[src/rtl/led_serial_out.sv]
// Serial output stage for the LED status word: one-deep pending buffer, MSB-first shifter, latch pulse.
// Optional auto re-send of the last frame after an idle period is enabled by defining LED_AUTO_REFRESH_EN.
module led_serial_out #(
  parameter int unsigned WIDTH          = 16,
  parameter int unsigned CLK_DIV        = 4,
  parameter int unsigned REFRESH_CYCLES = 65536
) (
  input  logic             clk,
  input  logic             reset,
  input  logic [WIDTH-1:0] data_in,
  input  logic             data_valid,
  output logic             data_ready,
  output logic             sclk,
  output logic             sdata,
  output logic             slatch,
  output logic             busy,
  output logic             frame_done
);

  localparam int unsigned DIV_W = (CLK_DIV > 1) ? $clog2(CLK_DIV) : 1;
  localparam int unsigned BIT_W = $clog2(WIDTH + 1);
  localparam logic [DIV_W-1:0] DIV_LAST = DIV_W'(CLK_DIV - 1);
  localparam logic [BIT_W-1:0] BIT_LAST = BIT_W'(WIDTH - 1);

  typedef enum logic [1:0] {
    IDLE,
    SHIFT,
    LATCH
  } state_t;

  state_t           state;
  state_t           state_next;

  logic [WIDTH-1:0] pend;
  logic             pend_full;
  logic [WIDTH-1:0] shift_reg;
  logic [DIV_W-1:0] div_cnt;
  logic [BIT_W-1:0] bit_cnt;
  logic             phase;

  logic             accept;
  logic             div_end;
  logic             load_pending;
  logic             shift_en;
  logic             frame_end;

`ifdef LED_AUTO_REFRESH_EN
  localparam int unsigned REF_W = $clog2(REFRESH_CYCLES + 1);
  localparam logic [REF_W-1:0] REF_LAST = REF_W'(REFRESH_CYCLES - 1);

  logic [WIDTH-1:0] shadow;
  logic [REF_W-1:0] refresh_cnt;
  logic             load_shadow;
`endif

  assign accept  = data_valid && !pend_full;
  assign div_end = (div_cnt == DIV_LAST);

  always_ff @(posedge clk or negedge reset) begin
    if (!reset) begin
      state <= IDLE;
    end else begin
      state <= state_next;
    end
  end

  always_comb begin
    state_next   = state;
    load_pending = 1'b0;
    shift_en     = 1'b0;
    frame_end    = 1'b0;
`ifdef LED_AUTO_REFRESH_EN
    load_shadow  = 1'b0;
`endif
    case (state)
      IDLE: begin
        if (pend_full) begin
          load_pending = 1'b1;
          state_next   = SHIFT;
        end
`ifdef LED_AUTO_REFRESH_EN
        else if (refresh_cnt == REF_LAST) begin
          load_shadow = 1'b1;
          state_next  = SHIFT;
        end
`endif
      end
      SHIFT: begin
        if (div_end && phase) begin
          shift_en = 1'b1;
          if (bit_cnt == BIT_LAST) begin
            state_next = LATCH;
          end
        end
      end
      LATCH: begin
        if (div_end) begin
          frame_end  = 1'b1;
          state_next = IDLE;
        end
      end
      default: state_next = IDLE;
    endcase
  end

  // Pending buffer: accept and transfer are mutually exclusive since accept needs it empty.
  always_ff @(posedge clk or negedge reset) begin
    if (!reset) begin
      pend      <= '0;
      pend_full <= 1'b0;
    end else begin
      if (accept) begin
        pend      <= data_in;
        pend_full <= 1'b1;
      end else if (load_pending) begin
        pend_full <= 1'b0;
      end
    end
  end

  // Divider and sclk phase; the divider is reused to time the latch pulse.
  always_ff @(posedge clk or negedge reset) begin
    if (!reset) begin
      div_cnt <= '0;
      phase   <= 1'b0;
    end else begin
      if (state == IDLE) begin
        div_cnt <= '0;
        phase   <= 1'b0;
      end else begin
        div_cnt <= div_end ? '0 : div_cnt + 1'b1;
        if (state == SHIFT && div_end) begin
          phase <= ~phase;
        end else if (state != SHIFT) begin
          phase <= 1'b0;
        end
      end
    end
  end

  always_ff @(posedge clk or negedge reset) begin
    if (!reset) begin
      shift_reg <= '0;
      bit_cnt   <= '0;
    end else begin
      if (load_pending) begin
        shift_reg <= pend;
        bit_cnt   <= '0;
      end
`ifdef LED_AUTO_REFRESH_EN
      else if (load_shadow) begin
        shift_reg <= shadow;
        bit_cnt   <= '0;
      end
`endif
      else if (shift_en) begin
        shift_reg <= shift_reg << 1;
        bit_cnt   <= bit_cnt + 1'b1;
      end
    end
  end

`ifdef LED_AUTO_REFRESH_EN
  // Counts only idle cycles with nothing pending; any frame start restarts the interval.
  always_ff @(posedge clk or negedge reset) begin
    if (!reset) begin
      shadow      <= '0;
      refresh_cnt <= '0;
    end else begin
      if (load_pending) begin
        shadow <= pend;
      end
      if (load_pending || load_shadow) begin
        refresh_cnt <= '0;
      end else if (state == IDLE && !pend_full) begin
        refresh_cnt <= refresh_cnt + 1'b1;
      end
    end
  end
`endif

  always_ff @(posedge clk or negedge reset) begin
    if (!reset) begin
      frame_done <= 1'b0;
    end else begin
      frame_done <= frame_end;
    end
  end

  assign data_ready = !pend_full;
  assign sclk       = (state == SHIFT) && phase;
  assign sdata      = (state == SHIFT) && shift_reg[WIDTH-1];
  assign slatch     = (state == LATCH);
  assign busy       = (state != IDLE);

endmodule

[config.mk]
export PLATFORM = sky130hd
export DESIGN_NAME = led_serial_out
export DESIGN_NICKNAME = d
export VERILOG_FILES = /design/src/rtl/led_serial_out.sv
export SDC_FILE = /design/constraint.sdc
export NUM_CORES = 1
export LEC_CHECK = 0
export CAP_MARGIN = 20
export CORE_MARGIN = 3
export CORE_UTILIZATION = 35
export DETAILED_ROUTE_END_ITERATION = 7
export SYNTH_ARGS = -nofsm -noshare
export SYNTH_HDL_FRONTEND = slang
export SYNTH_SLANG_ARGS = --single-unit
[constraint.sdc]
create_clock -name clk -period 2.1 [get_ports clk]
set_input_delay 0.525 -clock clk [delete_from_list [all_inputs] [get_ports clk]]
set_output_delay 0.525 -clock clk [all_outputs]
set_load 0.02 [all_outputs]
==> metrics.txt, run 1 <==
crit end category=output port; HPWL after DPL=between 2000 and 2500 µm; Setup Viol. Count Final=0; outcome=complete, no violations; CTS buffer count=5; drt drc=0; post-synth top area cell=dfrtp_1; core area=0.005574 mm²; Max-slew headroom=0.6550; f_max=508.7 MHz; deepest clock path buffer count=2; Tcrit/Tclk final=0.9362; register area=0.001102 mm²; number of global-route vias before repair=1254; router iterations before antenna repair=4; Final Core Density=0.4391; Yosys top cell area share=0.5429; gr ovfl total=0; hold_buf cts=0; Starting DRT DRC Count=31; die area=0.006745 mm²; Seq/Total Area, Yosys=0.5429; Area contributors post-synth=dfrtp_1 (54%), mux2_2 (17%), mux2_4 (8.9%); maximum vdd drop=469.7 µV; Post-Synthesis Cells=146; RSZ-0062 raised after global routing=false; Leakage Power=1.067 nW; clk_skew=0.008698 ns; PwrDens=1199 mW/mm²; initial antenna violation count=0; post-synthesis register bit count=44; Core Rows=27; DR vias=1157; Starting Density=0.3639; layout cell share with drive strength beyond 1=0.3580; Die Y-Extent=roughly 82 µm; Total GRT Usage=0.1153; CP startpoint=pend_full; Yosys warnings=0; Chip Width=82.13 µm; measured slew at the worst slew-check pin=between 0.5 and 0.6 ns; Pins Over Slew Limit=0; Max FO, Critical Path=5; Avg Cell Area, Syn=roughly 14 µm²; Syn-to-layout area delta=20.67%; CTS clk-pin slew, worst paths=0.08 ns; post-CTS sizing=5; Inst Count DP=around 240; vias per cell=4.665; Filler cells=between 500 and 600; non-filler instance count after layout=248; Post-DRT Antenna Nets=0; H-tree depth=2; arrival time at the worst endpoint=1.44 ns; Min Clock Period, post-route=just under 2 ns; RD Place Congestion=~0.73; Hold WC Path Type=in2async; TritonCTS clock tree=yes; worst skew pair latency=0.29 ns; CP Launch Type=register; clk sink count=44; num ports=25; port bufs=24; largest net degree at the start of global routing=25; WL/cell=13.62 µm; first-pass GRT wire length=roughly 5800 µm; Total Wirelength=~3400 µm; # Post-CTS Setup Buffers=0; maxcap violations=0; area taken by multi-input logic gates=850.8 µm²; CTS Root Cell=clkbuf_8; final hold vios=0; Antenna Cells=0; nets=198; Worst Setup Path Type=reg2out; Mapped Nets=approximately 170; r2r startpoint=div_cnt[0]; Netlist Area Pre-Place=0.002028 mm²; WP data required=1.57 ns; Yosys cell types=30; Setup TNS=0 ns
==> layout make-up <==
type | count | area share
Sequential cell | 44 | 0.4504
Multi-Input combinational cell | 88 | 0.3476
Timing Repair Buffer | 30 | 0.1227
Tap cell | 72 | 0.03681
Clock buffer | 6 | 0.02965
Inverter | 7 | 0.01074
Clock inverter | 1 | 0.002045
==> synthesized netlist by cell type <==
master,number
a21oi_1,4
a21oi_4,1
and2_1,2
and3_1,1
buf_2,3
buf_4,1
buf_6,2
clkbuf_2,1
dfrtp_1,44
ha_1,3
inv_1,7
mux2_2,30
mux2_4,12
mux2i_1,3
nand2_1,3
nand2b_1,2
nand2b_4,1
nand3_1,3
nand4b_2,1
nor2_1,7
nor2b_1,2
nor3b_1,1
nor3b_4,1
o21ai_0,3
o221a_2,1
o2bb2ai_1,1
or2_2,2
or3_1,2
xnor2_1,1
xor2_1,1
==> path summary, 6_finish.rpt <==
check,to,slack [ns],cells past startpoint
min in group clk,div_cnt[0],0.45,1
setup reg to reg,shift_reg[6],0.35,5
setup / recovery,data_ready,0.13,2
max in group asynchronous,pend[1],1.39,2
hold reg to reg,div_cnt[0],0.45,1
hold / removal,div_cnt[1],0.20,1
==> cells in the final DEF (no fill, tap or decap), drive strengths merged <==
| master | instances |
|---|---|
| inv | 7 |
| o2bb2ai | 1 |
| clkinv | 1 |
| a21oi | 5 |
| mux2 | 42 |
| dfrtp | 44 |
| clkbuf | 6 |
| nor2b | 2 |
| dlygate4sd2 | 4 |
| nor2 | 7 |
| nand3 | 3 |
| nand2 | 3 |
| or2 | 2 |
| and2 | 2 |
| buf | 7 |
| o221a | 1 |
| clkdlybuf4s50 | 19 |
| or3 | 2 |
| nor3b | 2 |
| xnor2 | 1 |
| nand4b | 1 |
| and3 | 1 |
| ha | 3 |
| mux2i | 3 |
| nand2b | 3 |
| xor2 | 1 |
| o21ai | 3 |
==> stage by stage <==
| step | power, mW | hold WS, ns | setup WS, ns | instance area (µm²) |
|---|---|---|---|---|
| after floorplan | 2.226 | 0.2294 | 0.4414 | 2028 |
| after detailed placement | 2.501 | 0.4413 | 0.1916 | 2374 |
| after global routing | 3.164 | 0.2290 | 0.06471 | 2447 |
| after CTS | 2.991 | 0.2136 | 0.1058 | 2447 |
| final | 2.934 | 0.2031 | 0.1340 | 2447 |
| after global placement | 2.444 | 0.4290 | 0.2125 | 2374 |
==> power by group <==
group          switching [mW]  internal [mW]
clock                   0.260          0.226
sequential              0.210           1.21
combinational           0.366          0.658
total                   0.836           2.10
==> worst max-delay path, cell delays in order (launching register included) <==
cell and delay (ns):
dfrtp_1 0.47, inv_1 0.09, clkdlybuf4s50_1 0.60
==> cells by family after synthesis <==
| kind of cell | count (synthesis) | share of synthesized area |
|---|---|---|
| AOI/OAI and AO/OA | 10 | 0.03516 |
| xor gates and xnor gates | 2 | 0.008638 |
| adders and majority gates | 3 | 0.01851 |
| buffers and inverters | 14 | 0.03763 |
| DFF | 44 | 0.5429 |
| muxes | 45 | 0.2702 |
| and+or+nand+nor | 28 | 0.08698 |
==> per-layer routing <==
metal | GRT usage | wire length, µm | vias to the layer above
met5 | 0 | 0 | -
met1 | 0.1383 | 1495 | 573
li1 | - | - | 560
met4 | 0.05482 | 35 | 0
met2 | 0.1947 | 1719 | 20
met3 | 0.02711 | 127 | 4
No activity file was read; power rests on OpenSTA's default activity.
==> run 2, diff against run 1 <==
CORE_UTILIZATION = 40   (was 35)
==> run 2 against run 1 <==
Worst hold slack better by 0.030 ns. Combinational power up 4%. Die area down 12%. Sequential share of layout area down 0.52 points. Fmax down 0.22%. Via count up 3.2%. Clock power up 12%. Global-route usage up 1.5 points. Critical path type unchanged.
==> metrics.txt, run 2 (synthesis gave the netlist of run 1 again) <==
outcome=complete, no violations; largest net degree at the start of global routing=29 (+16%); crit end category=output port; GR Util met3=0.05282 (+0.02570); final hold vios=0 (unchanged); gr ovfl total=0 (unchanged); Setup Viol. Count Final=0 (unchanged); arrival time at the worst endpoint=1.45 ns (about the same); HPWL after DPL=2345 µm (-1.1%); WL/cell=13.71 µm (+0.63%); met1 GRT Util=0.1593 (+0.02097); Max FO, Critical Path=5 (unchanged); WP data required=1.57 ns (about the same); most common cell after layout, fill and taps aside=dfrtp_1; first-pass GRT wire length=6065 µm (+4.8%); R2R cell count=5 (unchanged); num ports=25 (unchanged); layout cell share with drive strength beyond 1=0.3708 (+0.01283); maximum vdd drop=647.7 µV (+38%); number of global-route vias before repair=1267 (+1.0%); PnR worst setup slack=0.1296 ns (-0.004416 ns); H-tree depth=2 (unchanged); Hold WC Path Type=in2async; met2 Track Usage GR=0.2081 (+0.01345); TritonCTS clock tree=yes; die area=0.005961 mm² (-12%); vias per cell=4.873 (+4.5%); measured slew at the worst slew-check pin=0.6286 ns (+0.1111 ns); Leakage Power=1.083 nW (+1.5%); Core Rows=25 (-7.4%); Total Wirelength=3358 µm (-0.59%); Worst Setup Path Type=reg2out; CP Cell Sequence=inv_1 -> clkdlybuf4s50_1; CTS clk-pin slew, worst paths=0.08 ns (about the same); RSZ-0062 raised after global routing=false; Antenna Cells=0 (unchanged); CP Launch Type=register; Chip Width=77.21 µm (-6.0%); Pins Over Slew Limit=0 (unchanged); Starting DRT DRC Count=15 (-52%); CTS buffer count=5 (unchanged); clk_skew=0.005431 ns (-0.003267 ns); R2R setup slack=0.37 ns (+0.02 ns); Total GRT Usage=0.1301 (+0.01478); clk sink count=44 (unchanged); nets=199 (+0.51%); setup slack after placement=0.1892 ns (-0.002467 ns); Setup TNS=0 ns (unchanged); initial antenna violation count=0 (unchanged); CTS Root Cell=clkbuf_8; drt drc=0 (unchanged); Post-DRT Antenna Nets=0 (unchanged); port bufs=24 (unchanged); Die Y-Extent=77.21 µm (-6.0%); RD Place Congestion=0.7770 (+5.9%); Max-slew headroom=0.5809 (-0.07405); router iterations before antenna repair=4 (unchanged); Starting Density=0.4210 (+0.05718); PwrDens=1225 mW/mm² (+2.2%); critical path buffer and inverter count=2 (unchanged); commonest cells after routing, fill and taps aside=dfrtp_1 (43), mux2_2 (30), clkdlybuf4s50_1 (19), mux2_4 (12); Syn-to-layout area delta=22.08%; delay of the slowest critical-path stage=0.61 ns (about the same); worst skew pair latency=0.30 ns (about the same); Tcrit/Tclk final=0.9383 (+0.002103); r2r startpoint=state[1]; f_max=507.5 MHz (-0.22%); GR peak layer=met2; Tot Pwr=3.033 mW (+3.4%); Slowest-stage cell, CP=clkdlybuf4s50_1; maxcap violations=0 (unchanged); Min Clock Period, post-route=1.970 ns (+0.004416 ns); worst r2r dst=shift_reg[2]; Top Family by Delay on Critical Path=buffers and inverters; DR vias=1194 (+3.2%); deepest clock path buffer count=2 (unchanged); core area=0.004817 mm² (-14%)
-- run 2: how the worst max path moves through the flow --
stage,startpoint,end,slack [ns],cells after the start
2_1_floorplan,state[0],shift_reg[4],0.44,5
3_3_place_gp,state[0],sdata,0.22,3
3_5_place_dp,state[0],sclk,0.19,3
4_1_cts,pend_full,data_ready,0.11,2
5_1_grt,pend_full,data_ready,0.05,2
6_report,pend_full,data_ready,0.13,2
-- run 2: stage by stage --
| stage | hold WS [ns] | std cells | util | cell area (µm²) |
|---|---|---|---|---|
| floorplan | 0.2294 | 146 | - | 2028 |
| global placement | 0.4277 | 237 | 0.4956 | 2387 |
| detailed placement | 0.4359 | 237 | 0.4956 | 2387 |
| CTS | 0.2585 | 245 | 0.5140 | 2476 |
| global route | 0.2830 | 245 | 0.5140 | 2476 |
| finish | 0.2331 | 245 | 0.5140 | 2476 |
-- run 2: metal layers --
metal | part of all wire | up-vias
li1 | - | 563
met1 | 0.43 | 605
met2 | 0.51 | 20
met3 | 0.048 | 6
met4 | 0.013 | 0
met5 | 0 | -
-- run 2: worst reg2reg max path, delay by kind of cell (launching register included) --
family | cells | cell delay [ns]
multiplexers | 2 | 0.61
AND/OR/NAND/NOR | 1 | 0.21
buffers and inverters | 2 | 0.39
flip-flops | 1 | 0.42
-- run 2: layout make-up --
cell class | count | area, µm²
sequential | 44 | 1102
inverter | 7 | 26.28
clock inverter | 2 | 10.01
timing repair buffer | 31 | 320.3
fill | 438 | 2341
multi-input combinational | 88 | 850.8
tap | 67 | 83.83
clock buffer | 6 | 82.58
-- run 2: power by group --
| group | leakage (nW) | internal, mW | switching [mW] |
|---|---|---|---|
| registers | 0.536 | 1.21 | 0.210 |
| clock network | 0.0510 | 0.263 | 0.284 |
| logic | 0.496 | 0.686 | 0.376 |
-- run 2: timing repair --
action,in CTS,in global routing
setup endpoints to repair,4,0
hold endpoints to repair,0,0
hold buffers,0,0
gates resized for setup,5,0
setup buffers,0,0
==> run 3, diff against run 2 <==
CORE_MARGIN = 1.5   (was 3)
GPL_ROUTABILITY_DRIVEN = 0   (was not set)
==> run 3 against run 2 <==
Register-to-register slack improved by 0.03 ns. Global-route usage rose by 1.5 points. Core utilization fell by 0.21 points. Wire length did not move. Total power fell by 1.7%. Die area fell by 7.6%. Final area fell by 0.40%. Combinational power barely moved. Sequential cell count did not move. Largest cell class unchanged. Largest power group unchanged. Highest routed layer unchanged.
==> metrics.txt, run 3 (synthesis gave the netlist of run 1 again) <==
outcome=complete, no violations; Tcrit/Tclk final=0.9333 (-0.004947); f_max=510.2 MHz (+0.53%); layout cell share with drive strength beyond 1=0.3580 (-0.01283); crit end category=output port; CTS buffer count=5 (unchanged); Fin Hold WS=0.2100 ns (-0.02306 ns); arrival time at the worst endpoint=1.43 ns (-0.02 ns); Hold WC Path Type=in2async; CP startpoint=state[0]; # Post-CTS Setup Buffers=0 (unchanged); CP Depth=2 (unchanged); maxcap violations=0 (unchanged); Min Clock Period, post-route=1.960 ns (-0.01039 ns); wire length on met3=111 µm (-31%); worst skew pair latency=0.29 ns (about the same); maximum vdd drop=526.7 µV (-19%); Slowest-stage cell, CP=dfrtp_2; H-tree depth=2 (unchanged); die area=0.005506 mm² (-7.6%); RSZ-0062 raised after global routing=false; Core Rows=25 (unchanged); largest net degree at the start of global routing=24 (-17%); HPWL after DPL=2332 µm (-0.55%); port bufs=24 (unchanged); WL/cell=13.82 µm (+0.82%); clk sink count=44 (unchanged); post-CTS sizing=5 (unchanged); measured slew at the worst slew-check pin=0.5595 ns (-0.06909 ns); Chip Width=74.21 µm (-3.9%); Max-slew headroom=0.6270 (+0.04606); DR vias=1178 (-1.3%); vias per cell=4.848 (-0.53%); Die Y-Extent=74.21 µm (-3.9%); gr ovfl total=0 (unchanged); met2 wire length=1667 µm (-3.2%); Total Wirelength=3358 µm (unchanged); commonest cells after routing, fill and taps aside=dfrtp_1 (43), mux2_2 (30), clkdlybuf4s50_1 (19), mux2_4 (12); WP data required=1.57 ns (about the same); Filler cells=459 (+4.8%); Max FO, Critical Path=8 (+3); CP Launch Type=register; Post-DRT Antenna Nets=0 (unchanged); hold_buf cts=0 (unchanged); CP Capture Point=busy; TritonCTS clock tree=yes; Syn-to-layout area delta=21.59%; num ports=25 (unchanged); Antenna Cells=0 (unchanged); Top Family by Delay on Critical Path=flip-flops; R2R setup slack=0.40 ns (+0.03 ns); Pins Over Slew Limit=0 (unchanged); router iterations before antenna repair=4 (unchanged); critical path buffer and inverter count=1 (-1); delay of the slowest critical-path stage=0.48 ns (-0.13 ns); deepest clock path buffer count=2 (unchanged); final hold vios=0 (unchanged); core area=0.004817 mm² (unchanged); area taken by multi-input logic gates=850.8 µm² (unchanged); drt drc=0 (unchanged); PwrDens=1210 mW/mm² (-1.3%); Setup TNS=0 ns (unchanged); register area=0.001102 mm² (unchanged); Starting DRT DRC Count=39 (+24); CTS clk-pin slew, worst paths=0.08 ns (about the same); worst r2r dst=shift_reg[3]; number of global-route vias before repair=1268 (+0.079%); nets=198 (-0.50%); Leakage Power=1.073 nW (-0.94%); Total GRT Usage=0.1449 (+0.01478); initial antenna violation count=0 (unchanged); Starting Density=0.4210 (unchanged); most common cell after layout, fill and taps aside=dfrtp_1; first-pass GRT wire length=5920 µm (-2.4%); CTS Root Cell=clkbuf_8; Worst Setup Path Type=reg2out; R2R cell count=5 (unchanged); CP Cell Sequence=or2_2 -> dlygate4sd2_1; routed metal-1 wirelength=1527 µm (+6.6%); Setup Viol. Count Final=0 (unchanged); r2r startpoint=state[1]; Max Used Layer=met4; clk_skew=0.01109 ns (+0.005661 ns)
-- run 3: cell types whose count changed in the layout (fill, tap and decap cells not counted), sizes merged --
cell	before	now
clkinv	2	1
buf	8	7
-- run 3: worst min path at each step --
stage,startpoint,end,slack [ns]
2_1_floorplan,reset,bit_cnt[0],0.23
3_3_place_gp,div_cnt[0],div_cnt[0],0.42
3_5_place_dp,div_cnt[0],div_cnt[0],0.44
4_1_cts,reset,div_cnt[0],0.22
5_1_grt,reset,div_cnt[0],0.24
6_report,reset,frame_done,0.21
-- run 3: through the flow --
stage	util	instance area, µm²	setup slack, ns	std cells	total power [mW]
after floorplan	-	2028	0.4414	146	2.226
after global placement	0.4966	2392	0.1856	236	2.485
after detailed placement	0.4966	2392	0.1370	236	2.541
after CTS	0.5119	2466	0.1137	243	3.038
after global routing	0.5119	2466	0.08220	243	3.212
final	0.5119	2466	0.1400	243	2.983
-- run 3: layout make-up --
cell class                 count  area share
clock inverter                 1    0.002029
clock buffer                   6     0.02943
inverter                       7     0.01065
tap                           67     0.03399
timing repair buffer          30      0.1319
multi-input combinational     88      0.3450
sequential                    44      0.4470
-- run 3: layer usage --
metal	GRT usage	vias to the layer above
li1	-	557
met2	0.2431	20
met4	0.04938	0
met3	0.04065	5
met1	0.1795	596
met5	0	-
-- run 3: where the power goes --
group          leakage (nW)  switching (mW)  total (mW)  internal, mW
registers             0.536           0.209        1.42          1.21
clock network        0.0410           0.265       0.492         0.226
logic                 0.496           0.379        1.07         0.688
total                  1.07           0.854        2.98          2.13
